File: src/rtl/vram_scanout.sv
// VGA 640x480@60 scan-out of a 160x120 1bpp framebuffer held in five 4K x 1 VRAM banks.
// Three-stage pipeline: address, bank select, registered colour; sync and blank travel
// through the same stages so every output lags the counters by exactly three cycles.
module vram_scanout #(
    parameter int          H_ACTIVE = 640,
    parameter int          H_FP     = 16,
    parameter int          H_SYNC   = 96,
    parameter int          H_BP     = 48,
    parameter int          V_ACTIVE = 480,
    parameter int          V_FP     = 10,
    parameter int          V_SYNC   = 2,
    parameter int          V_BP     = 33,
    parameter int          FB_WIDTH = 160,
    parameter logic [7:0]  FG_COLOR = 8'hFF,
    parameter logic [7:0]  BG_COLOR = 8'h00
) (
    input  logic        clk,
    input  logic        reset,
    input  logic        video_en,
    output logic [14:0] vram_addr,
    input  logic [4:0]  vram_data,
    output logic [1:0]  red,
    output logic [2:0]  green,
    output logic [2:0]  blue,
    output logic        hsync,
    output logic        vsync,
    output logic        vblank,
    output logic        frame_start
);

    localparam logic [9:0]  H_LAST   = 10'(H_ACTIVE + H_FP + H_SYNC + H_BP - 1);
    localparam logic [9:0]  V_LAST   = 10'(V_ACTIVE + V_FP + V_SYNC + V_BP - 1);
    localparam logic [9:0]  H_ACT    = 10'(H_ACTIVE);
    localparam logic [9:0]  V_ACT    = 10'(V_ACTIVE);
    localparam logic [9:0]  HS_START = 10'(H_ACTIVE + H_FP);
    localparam logic [9:0]  HS_END   = 10'(H_ACTIVE + H_FP + H_SYNC);
    localparam logic [9:0]  VS_START = 10'(V_ACTIVE + V_FP);
    localparam logic [9:0]  VS_END   = 10'(V_ACTIVE + V_FP + V_SYNC);
    localparam logic [14:0] STRIDE   = 15'(FB_WIDTH);

    logic [9:0]  h_cnt_q, h_cnt_d;
    logic [9:0]  v_cnt_q, v_cnt_d;
    logic [14:0] row_base_q, row_base_d;
    logic [14:0] vram_addr_q, vram_addr_d;

    logic        h_act, v_act, line_end, frame_end;
    logic        hs_on, vs_on;

    // stage 1 / stage 2 copies of the timing flags; hs/vs are stored active-low
    logic        act1_q, hs1_q, vs1_q, vb1_q, fs1_q;
    logic        act2_q, hs2_q, vs2_q, vb2_q, fs2_q;
    logic [2:0]  bsel_q;
    logic        pix;

    logic [7:0]  rgb_q, rgb_d;
    logic        hsync_q, vsync_q, vblank_q, frame_start_q;

    assign h_act     = (h_cnt_q < H_ACT);
    assign v_act     = (v_cnt_q < V_ACT);
    assign line_end  = (h_cnt_q == H_LAST);
    assign frame_end = line_end && (v_cnt_q == V_LAST);
    assign hs_on     = (h_cnt_q >= HS_START) && (h_cnt_q < HS_END);
    assign vs_on     = (v_cnt_q >= VS_START) && (v_cnt_q < VS_END);

    // Counter, row base and address next-state; the row base steps once every four lines
    always_comb begin
        h_cnt_d     = line_end ? 10'd0 : h_cnt_q + 10'd1;
        v_cnt_d     = v_cnt_q;
        row_base_d  = row_base_q;
        vram_addr_d = vram_addr_q;
        if (line_end) begin
            v_cnt_d = frame_end ? 10'd0 : v_cnt_q + 10'd1;
        end
        if (frame_end) begin
            row_base_d = 15'd0;
        end else if (line_end && (v_cnt_q[1:0] == 2'd3) && v_act) begin
            row_base_d = row_base_q + STRIDE;
        end
        if (h_act && v_act) begin
            vram_addr_d = row_base_q + {7'd0, h_cnt_q[9:2]};
        end
    end

    // Counters and stage-1 registers
    always_ff @(posedge clk or negedge reset) begin
        if (!reset) begin
            h_cnt_q     <= 10'd0;
            v_cnt_q     <= 10'd0;
            row_base_q  <= 15'd0;
            vram_addr_q <= 15'd0;
            act1_q      <= 1'b0;
            hs1_q       <= 1'b1;
            vs1_q       <= 1'b1;
            vb1_q       <= 1'b0;
            fs1_q       <= 1'b0;
        end else begin
            h_cnt_q     <= h_cnt_d;
            v_cnt_q     <= v_cnt_d;
            row_base_q  <= row_base_d;
            vram_addr_q <= vram_addr_d;
            act1_q      <= h_act && v_act;
            hs1_q       <= !hs_on;
            vs1_q       <= !vs_on;
            vb1_q       <= !v_act;
            fs1_q       <= (h_cnt_q == 10'd0) && (v_cnt_q == 10'd0);
        end
    end

    // Stage 2: bank index delayed to line up with the RAM's registered read data
    always_ff @(posedge clk or negedge reset) begin
        if (!reset) begin
            bsel_q <= 3'd0;
            act2_q <= 1'b0;
            hs2_q  <= 1'b1;
            vs2_q  <= 1'b1;
            vb2_q  <= 1'b0;
            fs2_q  <= 1'b0;
        end else begin
            bsel_q <= vram_addr_q[14:12];
            act2_q <= act1_q;
            hs2_q  <= hs1_q;
            vs2_q  <= vs1_q;
            vb2_q  <= vb1_q;
            fs2_q  <= fs1_q;
        end
    end

    // Bank mux; unused bank codes read as background
    always_comb begin
        pix = 1'b0;
        case (bsel_q)
            3'd0:    pix = vram_data[0];
            3'd1:    pix = vram_data[1];
            3'd2:    pix = vram_data[2];
            3'd3:    pix = vram_data[3];
            3'd4:    pix = vram_data[4];
            default: pix = 1'b0;
        endcase
    end

    // Colour select with blanking and video enable applied at the output stage
    always_comb begin
        rgb_d = 8'h00;
        if (act2_q && video_en) begin
            rgb_d = pix ? FG_COLOR : BG_COLOR;
        end
    end

    // Stage 3 output registers
    always_ff @(posedge clk or negedge reset) begin
        if (!reset) begin
            rgb_q         <= 8'h00;
            hsync_q       <= 1'b1;
            vsync_q       <= 1'b1;
            vblank_q      <= 1'b0;
            frame_start_q <= 1'b0;
        end else begin
            rgb_q         <= rgb_d;
            hsync_q       <= hs2_q;
            vsync_q       <= vs2_q;
            vblank_q      <= vb2_q;
            frame_start_q <= fs2_q;
        end
    end

    assign vram_addr   = vram_addr_q;
    assign red         = rgb_q[7:6];
    assign green       = rgb_q[5:3];
    assign blue        = rgb_q[2:0];
    assign hsync       = hsync_q;
    assign vsync       = vsync_q;
    assign vblank      = vblank_q;
    assign frame_start = frame_start_q;

endmodule

File: config.mk
export PLATFORM = sky130hd
export DESIGN_NAME = vram_scanout
export DESIGN_NICKNAME = d
export VERILOG_FILES = /design/src/rtl/vram_scanout.sv
export SDC_FILE = /design/constraint.sdc
export NUM_CORES = 1
export LEC_CHECK = 0
export ABC_AREA = 1
export CORE_MARGIN = 4
export CORE_UTILIZATION = 55
export DETAILED_ROUTE_END_ITERATION = 6
export GPL_TIMING_DRIVEN = 0
export MAX_ROUTING_LAYER = met4
export PLACE_DENSITY = 0.78
export SETUP_SLACK_MARGIN = 0.3
export SLEW_MARGIN = 20
export SYNTH_ARGS = -nofsm -noshare
export SYNTH_HDL_FRONTEND = slang
export SYNTH_SLANG_ARGS = --single-unit
File: constraint.sdc
create_clock -name clk -period 3.65 [get_ports clk]
set_clock_uncertainty 0.05 [all_clocks]
set_input_delay 1.095 -clock clk [delete_from_list [all_inputs] [get_ports clk]]
set_output_delay 1.095 -clock clk [all_outputs]
set_load 0.02 [all_outputs]
# Word-level counts from Yosys, hierarchy flattened
# Cells that the tools add are included.
# W data, S select, Z words.
dict set report totals {
  ff_bits 75
  in_bits 8
  output_inout_bits 27
}
dict set report op_classes {
  addsub 4
  magnitude_cmp 6
  n_eq_ne 7
  muxes 7
  reduce_logical 15
}
# cell count
set ops {}
lappend ops {{$mux W15} 2}
lappend ops {{$add A10 B1 Y10 const B} 2}
lappend ops {{$eq A10 B10 Y1 const B} 2}
lappend ops {{$logic_not A10 Y1} 2}
lappend ops {{$lt A10 B10 Y1 const B} 2}
lappend ops {{$lt A10 B9 Y1 const B} 2}
lappend ops {{$mux W10} 2}
lappend ops {{$mux W8} 2}
lappend ops {{$add A15 B8 Y15} 1}
lappend ops {{$add A15 B8 Y15 const B} 1}
lappend ops {{$ge A10 B10 Y1 const B} 1}
lappend ops {{$ge A10 B9 Y1 const B} 1}
lappend ops {{$logic_and A1 B1 Y1} 8}
lappend ops {{$eq A3 B2 Y1 const B} 2}
lappend ops {{$pmux W1 S5} 1}
lappend ops {{$eq A3 B1 Y1 const B} 1}
lappend ops {{$eq A3 B3 Y1 const B} 1}
lappend ops {{$logic_not A1 Y1} 3}
lappend ops {{$logic_not A3 Y1} 1}
lappend ops {{$eq A2 B2 Y1 const B} 1}
lappend ops {{$reduce_bool A2 Y1} 1}

# Logic depth before layout (Yosys ltp)
# Gate-level depths: netlist of run 1.
dict set report logic_depth {
  depth_word 5
  ltp_mapped 9
  depth_no_buf 8
}

# Least setup slack after synthesis of run 1
# No wires, ideal clock.
dict set report synth_path {
  path_type {reg-to-output}
  from {register rgb_q[6] (netlist name)}
  to {output blue[1]}
  arrival_time_ps 721
  setup_slack_ps 1784
  path_stages_with_launch 2
  path_cell_list {dfrtp_1 > buf_4}
}
# element line_no
set synth_rtl {}
lappend synth_rtl {{end: declaration} 24} ;# output logic [2:0] blue,

==> run metrics, run 1 <==
status completed; Iter 0 DRT Violations 122; HPWL Detailed 4690 um; final setup margin 0.974 ns; r2r endpoint vram_addr[13]; number of buffers created by CTS 9; Leakage 1.84 nW; diodes inserted 0; post-cts repair resize count 0; global-route wire length before repair 11,400 um; GP Congestion 0.868; Worst Hold Class reg2reg; clk sinks 63; clk_lat worst skew 0.34 ns; I/O Pins 35; final hold slack 0.304 ns; Worst R2R Path Depth 6; PD cells 360 nW/um^2; port buffer count 34; postcts setup bufs 0; relative slew slack 66.5%; Worst setup SP type register; htree depth 3; YS warnings 0; Final setup viols 0; total track usage 21.0%; Post-Syn Area per Cell 8.51 um^2; Distinct cells, synth 29; unrepaired setup endpoints after global routing false; Hold Buf Count CTS 0; fin nets 429; Rows 27; 1st-pass router iterations 4; synthesized flop and latch total 63; via count 2,560; Fmax 374 MHz; CP endpoint kind output port; commonest non-fill, non-tap cell in the layout nand2_1; Mapped Area 3120 um^2; final hold vios 0; Design Power 0.00136 W; post-place setup slack 1.33 ns; final non-filler cell total 490; largest net degree at the start of global routing 61; Root Driver clkbuf_8; hold path cells 0; flop2flop setup slack 1.77 ns; sequential share of the synthesized area 50.7%; worst r2r src h_cnt_q[8]; Tcrit/Tclk final 73.3%; DIE AREA 6950 um^2; Peak VDD IR 0.000200 V; CP max-delay cell clkdlybuf4s50_1; fin. max-slew vios 0; critical path cell sequence buf_4 > clkdlybuf4s50_1; syn nets 383; worst hold path endpoint act2_q; Clk pin slew, worst setup/hold paths 0.07 ns; worst path required time 2.50 ns; GR Overflow Total 0; Vias/cell 5.22; share of layout cells above drive strength 1 12.0%; die height 83.3 um; CP top delay family buffers and inverters; worst path buffer plus inverter count 2; Syn Inst Count 367; min Tclk post-route 2.68 ns; vias in the first global route 2,538; Crit Path Max Fanout 8; worst-case clock buffer depth 2; Finished Core Util 68.6%; DR DRC count 0; Tightest Pin Transition 0.501 ns; Max-Cap Viols 0; CTS tree built; final WL 6500 um; average wire per standard cell 13.3 um; Core Area 5510 um^2; die width 83.3 um; Routed Antenna Nets 0; CP arrival 1.53 ns; CP Class reg2out; synth-to-layout area growth 21.0%; dpl cells 474; CP peak stage delay 0.59 ns; Initial Util 56.7%; most frequent cells in the layout nand2_1 (88), dfrtp_1 (57), inv_1 (44), nand3_1 (36), clkdlybuf4s50_1 (33); HP Start act1_q; initial antenna violation count 0
[layer usage]
metal / part of all wire (%) / vias to the layer above / wire length [um] / global-route usage, %
li1: - / 1277 / - / -
met1: 45 / 1199 / 2900 / 25.3
met2: 47 / 67 / 3080 / 33.5
met3: 5.3 / 17 / 344 / 4.07
met4: 2.6 / 0 / 171 / 11.3
met5: 0 / - / 0 / -
[worst reg2reg max path, stage by stage (launching register included)]
cell,delay (ns)
dfrtp_1,0.47
ha_1,0.35
a21oi_1,0.11
o21bai_1,0.43
nand3_1,0.18
nand3_1,0.13
nand2_1,0.05
[power by group]
group | leakage [nW] | switching (W) | internal (W) | total [W]
clock | 0.0996 | 0.000262 | 0.000352 | 0.000614
combinational | 0.913 | 0.0000235 | 0.0000222 | 0.0000457
sequential | 0.823 | 0.00000108 | 0.000699 | 0.000700
total | 1.84 | 0.000287 | 0.00107 | 0.00136
[synth_stat cells]
master / instances / share of area [%]
inv_2: 1 / 0.12
nor3_1: 7 / 1.1
o211ai_1: 1 / 0.24
dfstp_2: 6 / 5.1
nor4_1: 1 / 0.20
ha_1: 8 / 3.2
nand3_1: 36 / 5.8
o21ai_0: 23 / 3.7
nand4_1: 12 / 2.4
buf_4: 9 / 2.2
nand3_2: 2 / 0.64
nand2_2: 5 / 1.0
nor3_2: 1 / 0.32
buf_6: 2 / 0.72
nor2_8: 1 / 0.64
nor2_4: 2 / 0.72
o21bai_1: 1 / 0.24
nand3b_1: 1 / 0.24
inv_1: 44 / 5.3
xor2_1: 9 / 2.5
o21ai_1: 3 / 0.48
xnor2_1: 2 / 0.56
a21oi_1: 7 / 1.1
dfrtp_1: 57 / 46
nand2_1: 88 / 11
nor2_2: 4 / 0.80
a211oi_1: 1 / 0.24
nand2_4: 1 / 0.36
nor2_1: 32 / 3.8
[layout make-up]
cell class / instances / area, um^2
fill: 443 / 1730
sequential: 63 / 1580
multi-input combinational: 248 / 1280
timing repair buffer: 35 / 365
inverter: 45 / 169
clock buffer: 13 / 159
buffer: 11 / 90.1
tap: 72 / 90.1
clock inverter: 3 / 42.5
[flip-flops by register name, indices dropped and copies added (netlist names)]
signal	cells
vs2_q	1
hs1_q	1
vram_addr	15
act1_q	1
vblank	1
rgb_q	1
fs2_q	1
row_base_q	10
hs2_q	1
vb2_q	1
act2_q	1
h_cnt_q	10
vs1_q	1
v_cnt_q	10
vsync	1
bsel_q	3
frame_start	1
fs1_q	1
vb1_q	1
hsync	1
[kinds of logic after synthesis]
family	after synthesis	share of synthesized area (%)
AND/OR/NAND/NOR	193	28.7
adder cells (fa/ha/maj)	8	3.21
buffers and inverters	56	8.30
flip-flops	63	50.7
XOR/XNOR	11	3.09
AO/OA/AOI/OAI	36	6.01
[worst max path at each step]
stage | startpoint | depth (start not counted) | to | slack, ns
after floorplan | rgb_q[6] | 1 | blue[1] | 1.78
after global placement | reset | 1 | v_cnt_q[6] | -0.50
after detailed placement | rgb_q[6] | 2 | green[2] | 1.33
after CTS | rgb_q[6] | 2 | green[2] | 0.95
after global routing | rgb_q[6] | 2 | green[2] | 0.90
final | rgb_q[6] | 2 | green[2] | 0.97
[stage by stage]
stage / area, um^2 / TNS, ns
4_1_cts: 3780 / 0
5_1_grt: 3780 / 0
3_3_place_gp: 3550 / -28.40
2_1_floorplan: 3120 / 0
3_5_place_dp: 3580 / 0
6_report: 3780 / 0
Power figures use the tool's default switching activity.
==> inputs of run 2 (changes only) <==
CORE_UTILIZATION = 50   (was 55)
PLACE_DENSITY = 0.75   (was 0.78)
clock period = 2.3 ns   (was 3.65 ns; I/O delays follow)
==> run 2 against run 1 <==
Compared with the run above:
- global-route usage decreased by 2.3 points
- via count decreased by 1.3%
- clock power increased by 54%
- critical endpoint is now hsync
- highest routed layer unchanged
==> run metrics, run 2 (synthesis gave the netlist of run 1 again) <==
CP arrival 1.19 ns (was 1.53 ns); Design Area, Final 3760 um^2 (was 3780 um^2); total track usage 18.7% (was 21.0%); Worst Hold Class in2async (was reg2reg); min Tclk post-route 1.93 ns; DR DRC count 0 (unchanged); Final setup viols 0 (unchanged); max FFs per register 15 (unchanged); die width 87.0 um (was 83.3 um); via count 2,527 (was 2,560); clk sinks 63 (unchanged); CP top delay family flip-flops (was buffers and inverters); Initial Util 52.1% (was 56.7%); Core Area 5990 um^2 (was 5510 um^2); flop2flop setup slack 0.56 ns (was 1.77 ns); htree depth 3 (unchanged); worst path required time 1.56 ns (was 2.50 ns); fin. max-slew vios 0 (unchanged); Iter 0 DRT Violations 174 (was 122); Worst setup SP type register (unchanged); clk_lat worst skew 0.34 ns (about the same); CP peak stage delay 0.52 ns (was 0.59 ns); final WL 6080 um (was 6500 um); CTS tree built (unchanged); Total Negative Setup Slacks 0 ns (unchanged); final hold vios 0 (unchanged); Peak VDD IR 0.000363 V (was 0.000200 V); GP Congestion 0.861 (was 0.868); Hold Buf Count CTS 0 (unchanged); HPWL Detailed 4440 um (was 4690 um); Tightest Pin Transition 0.352 ns (was 0.501 ns); port buffer count 34 (unchanged); Design Power 0.00213 W (was 0.00136 W); I/O Pins 35 (unchanged); Max-Cap Viols 0 (unchanged); Post-Place Cell Area 3580 um^2 (about the same); Rows 28 (was 27); Leakage 1.92 nW (was 1.84 nW); status completed (unchanged); Clk pin slew, worst setup/hold paths 0.07 ns (about the same); synth-to-layout area growth 20.6% (was 21.0%); Tcrit/Tclk final 84.0%; Root Driver clkbuf_8 (unchanged); share of layout cells above drive strength 1 12.4% (was 12.0%); most frequent cells in the layout nand2_1 (88), dfrtp_1 (56), inv_1 (44), nand3_1 (36), nor2_1 (32) (was nand2_1 (88), dfrtp_1 (57), inv_1 (44), nand3_1 (36), clkdlybuf4s50_1 (33)); commonest non-fill, non-tap cell in the layout nand2_1 (unchanged); DIE AREA 7570 um^2 (was 6950 um^2); average wire per standard cell 12.3 um (was 13.3 um); global-route wire length before repair 10,900 um (was 11,400 um); worst-case clock buffer depth 2 (unchanged); postcts setup bufs 0 (unchanged); vias in the first global route 2,442 (was 2,538); initial antenna violation count 0 (unchanged); relative slew slack 76.4% (was 66.5%); Crit Path Max Fanout 1 (was 8); critical path cell sequence dlygate4sd2_1 (was buf_4 > clkdlybuf4s50_1); Routed Antenna Nets 0 (unchanged); final hold slack 0.155 ns (was 0.304 ns); Fmax 518 MHz; GR Overflow Total 0 (unchanged); Vias/cell 5.13 (was 5.22); largest net degree at the start of global routing 49 (was 61); CP Class reg2out (unchanged); CP endpoint kind output port (unchanged); die height 87.0 um (was 83.3 um); 1st-pass router iterations 4 (unchanged); PD cells 565 nW/um^2 (was 360 nW/um^2); unrepaired setup endpoints after global routing false (unchanged); worst path buffer plus inverter count 1 (was 2); post-cts repair resize count 27 (was 0); number of buffers created by CTS 9 (unchanged); CP max-delay cell dfstp_2 (was clkdlybuf4s50_1); fin nets 429 (unchanged); diodes inserted 0 (unchanged)
==> run 2: cell type report <==
class                   instances  area [um^2]
inverters                      45          169
clock buffers                  12          145
clock inverters                 4         55.1
well taps                      75         93.8
flip-flops and latches         63         1590
multi-input cells             248         1280
fillers                       497         2230
repair buffers                 35          343
plain buffers                  11         90.1
==> run 2: report_power, final <==
group,internal (W),switching [W]
Sequential,0.00111,0.00000160
Combinational,0.0000316,0.0000367
Clock,0.000534,0.000414
==> run 2: worst paths after layout <==
| path | end | cells past startpoint | start |
|---|---|---|---|
| setup / recovery | hsync | 1 | hsync |
| hold / removal | v_cnt_q[5] | 1 | reset |
| setup reg to reg | v_cnt_q[9] | 8 | v_cnt_q[0] |
| hold reg to reg | vb2_q | 0 | vb1_q |
| max in group asynchronous | hsync | 2 | reset |
| min in group clk | vb2_q | 0 | vb1_q |
==> run 2: per-stage QoR <==
step / setup slack (ns) / std cells / util (%)
2_1_floorplan: 0.669 / 367 / -
3_3_place_gp: -1.46 / 476 / 59.4
3_5_place_dp: 0.393 / 477 / 59.8
4_1_cts: 0.0877 / 493 / 62.6
5_1_grt: 0.310 / 493 / 62.8
6_report: 0.368 / 493 / 62.8
==> run 2: routing by layer <==
| metal | GRT usage, % | share of wire [%] |
|---|---|---|
| met3 | 3.78 | 7.0 |
| met5 | - | 0 |
| met2 | 29.1 | 46 |
| met4 | 8.50 | 2.1 |
| met1 | 23.6 | 45 |
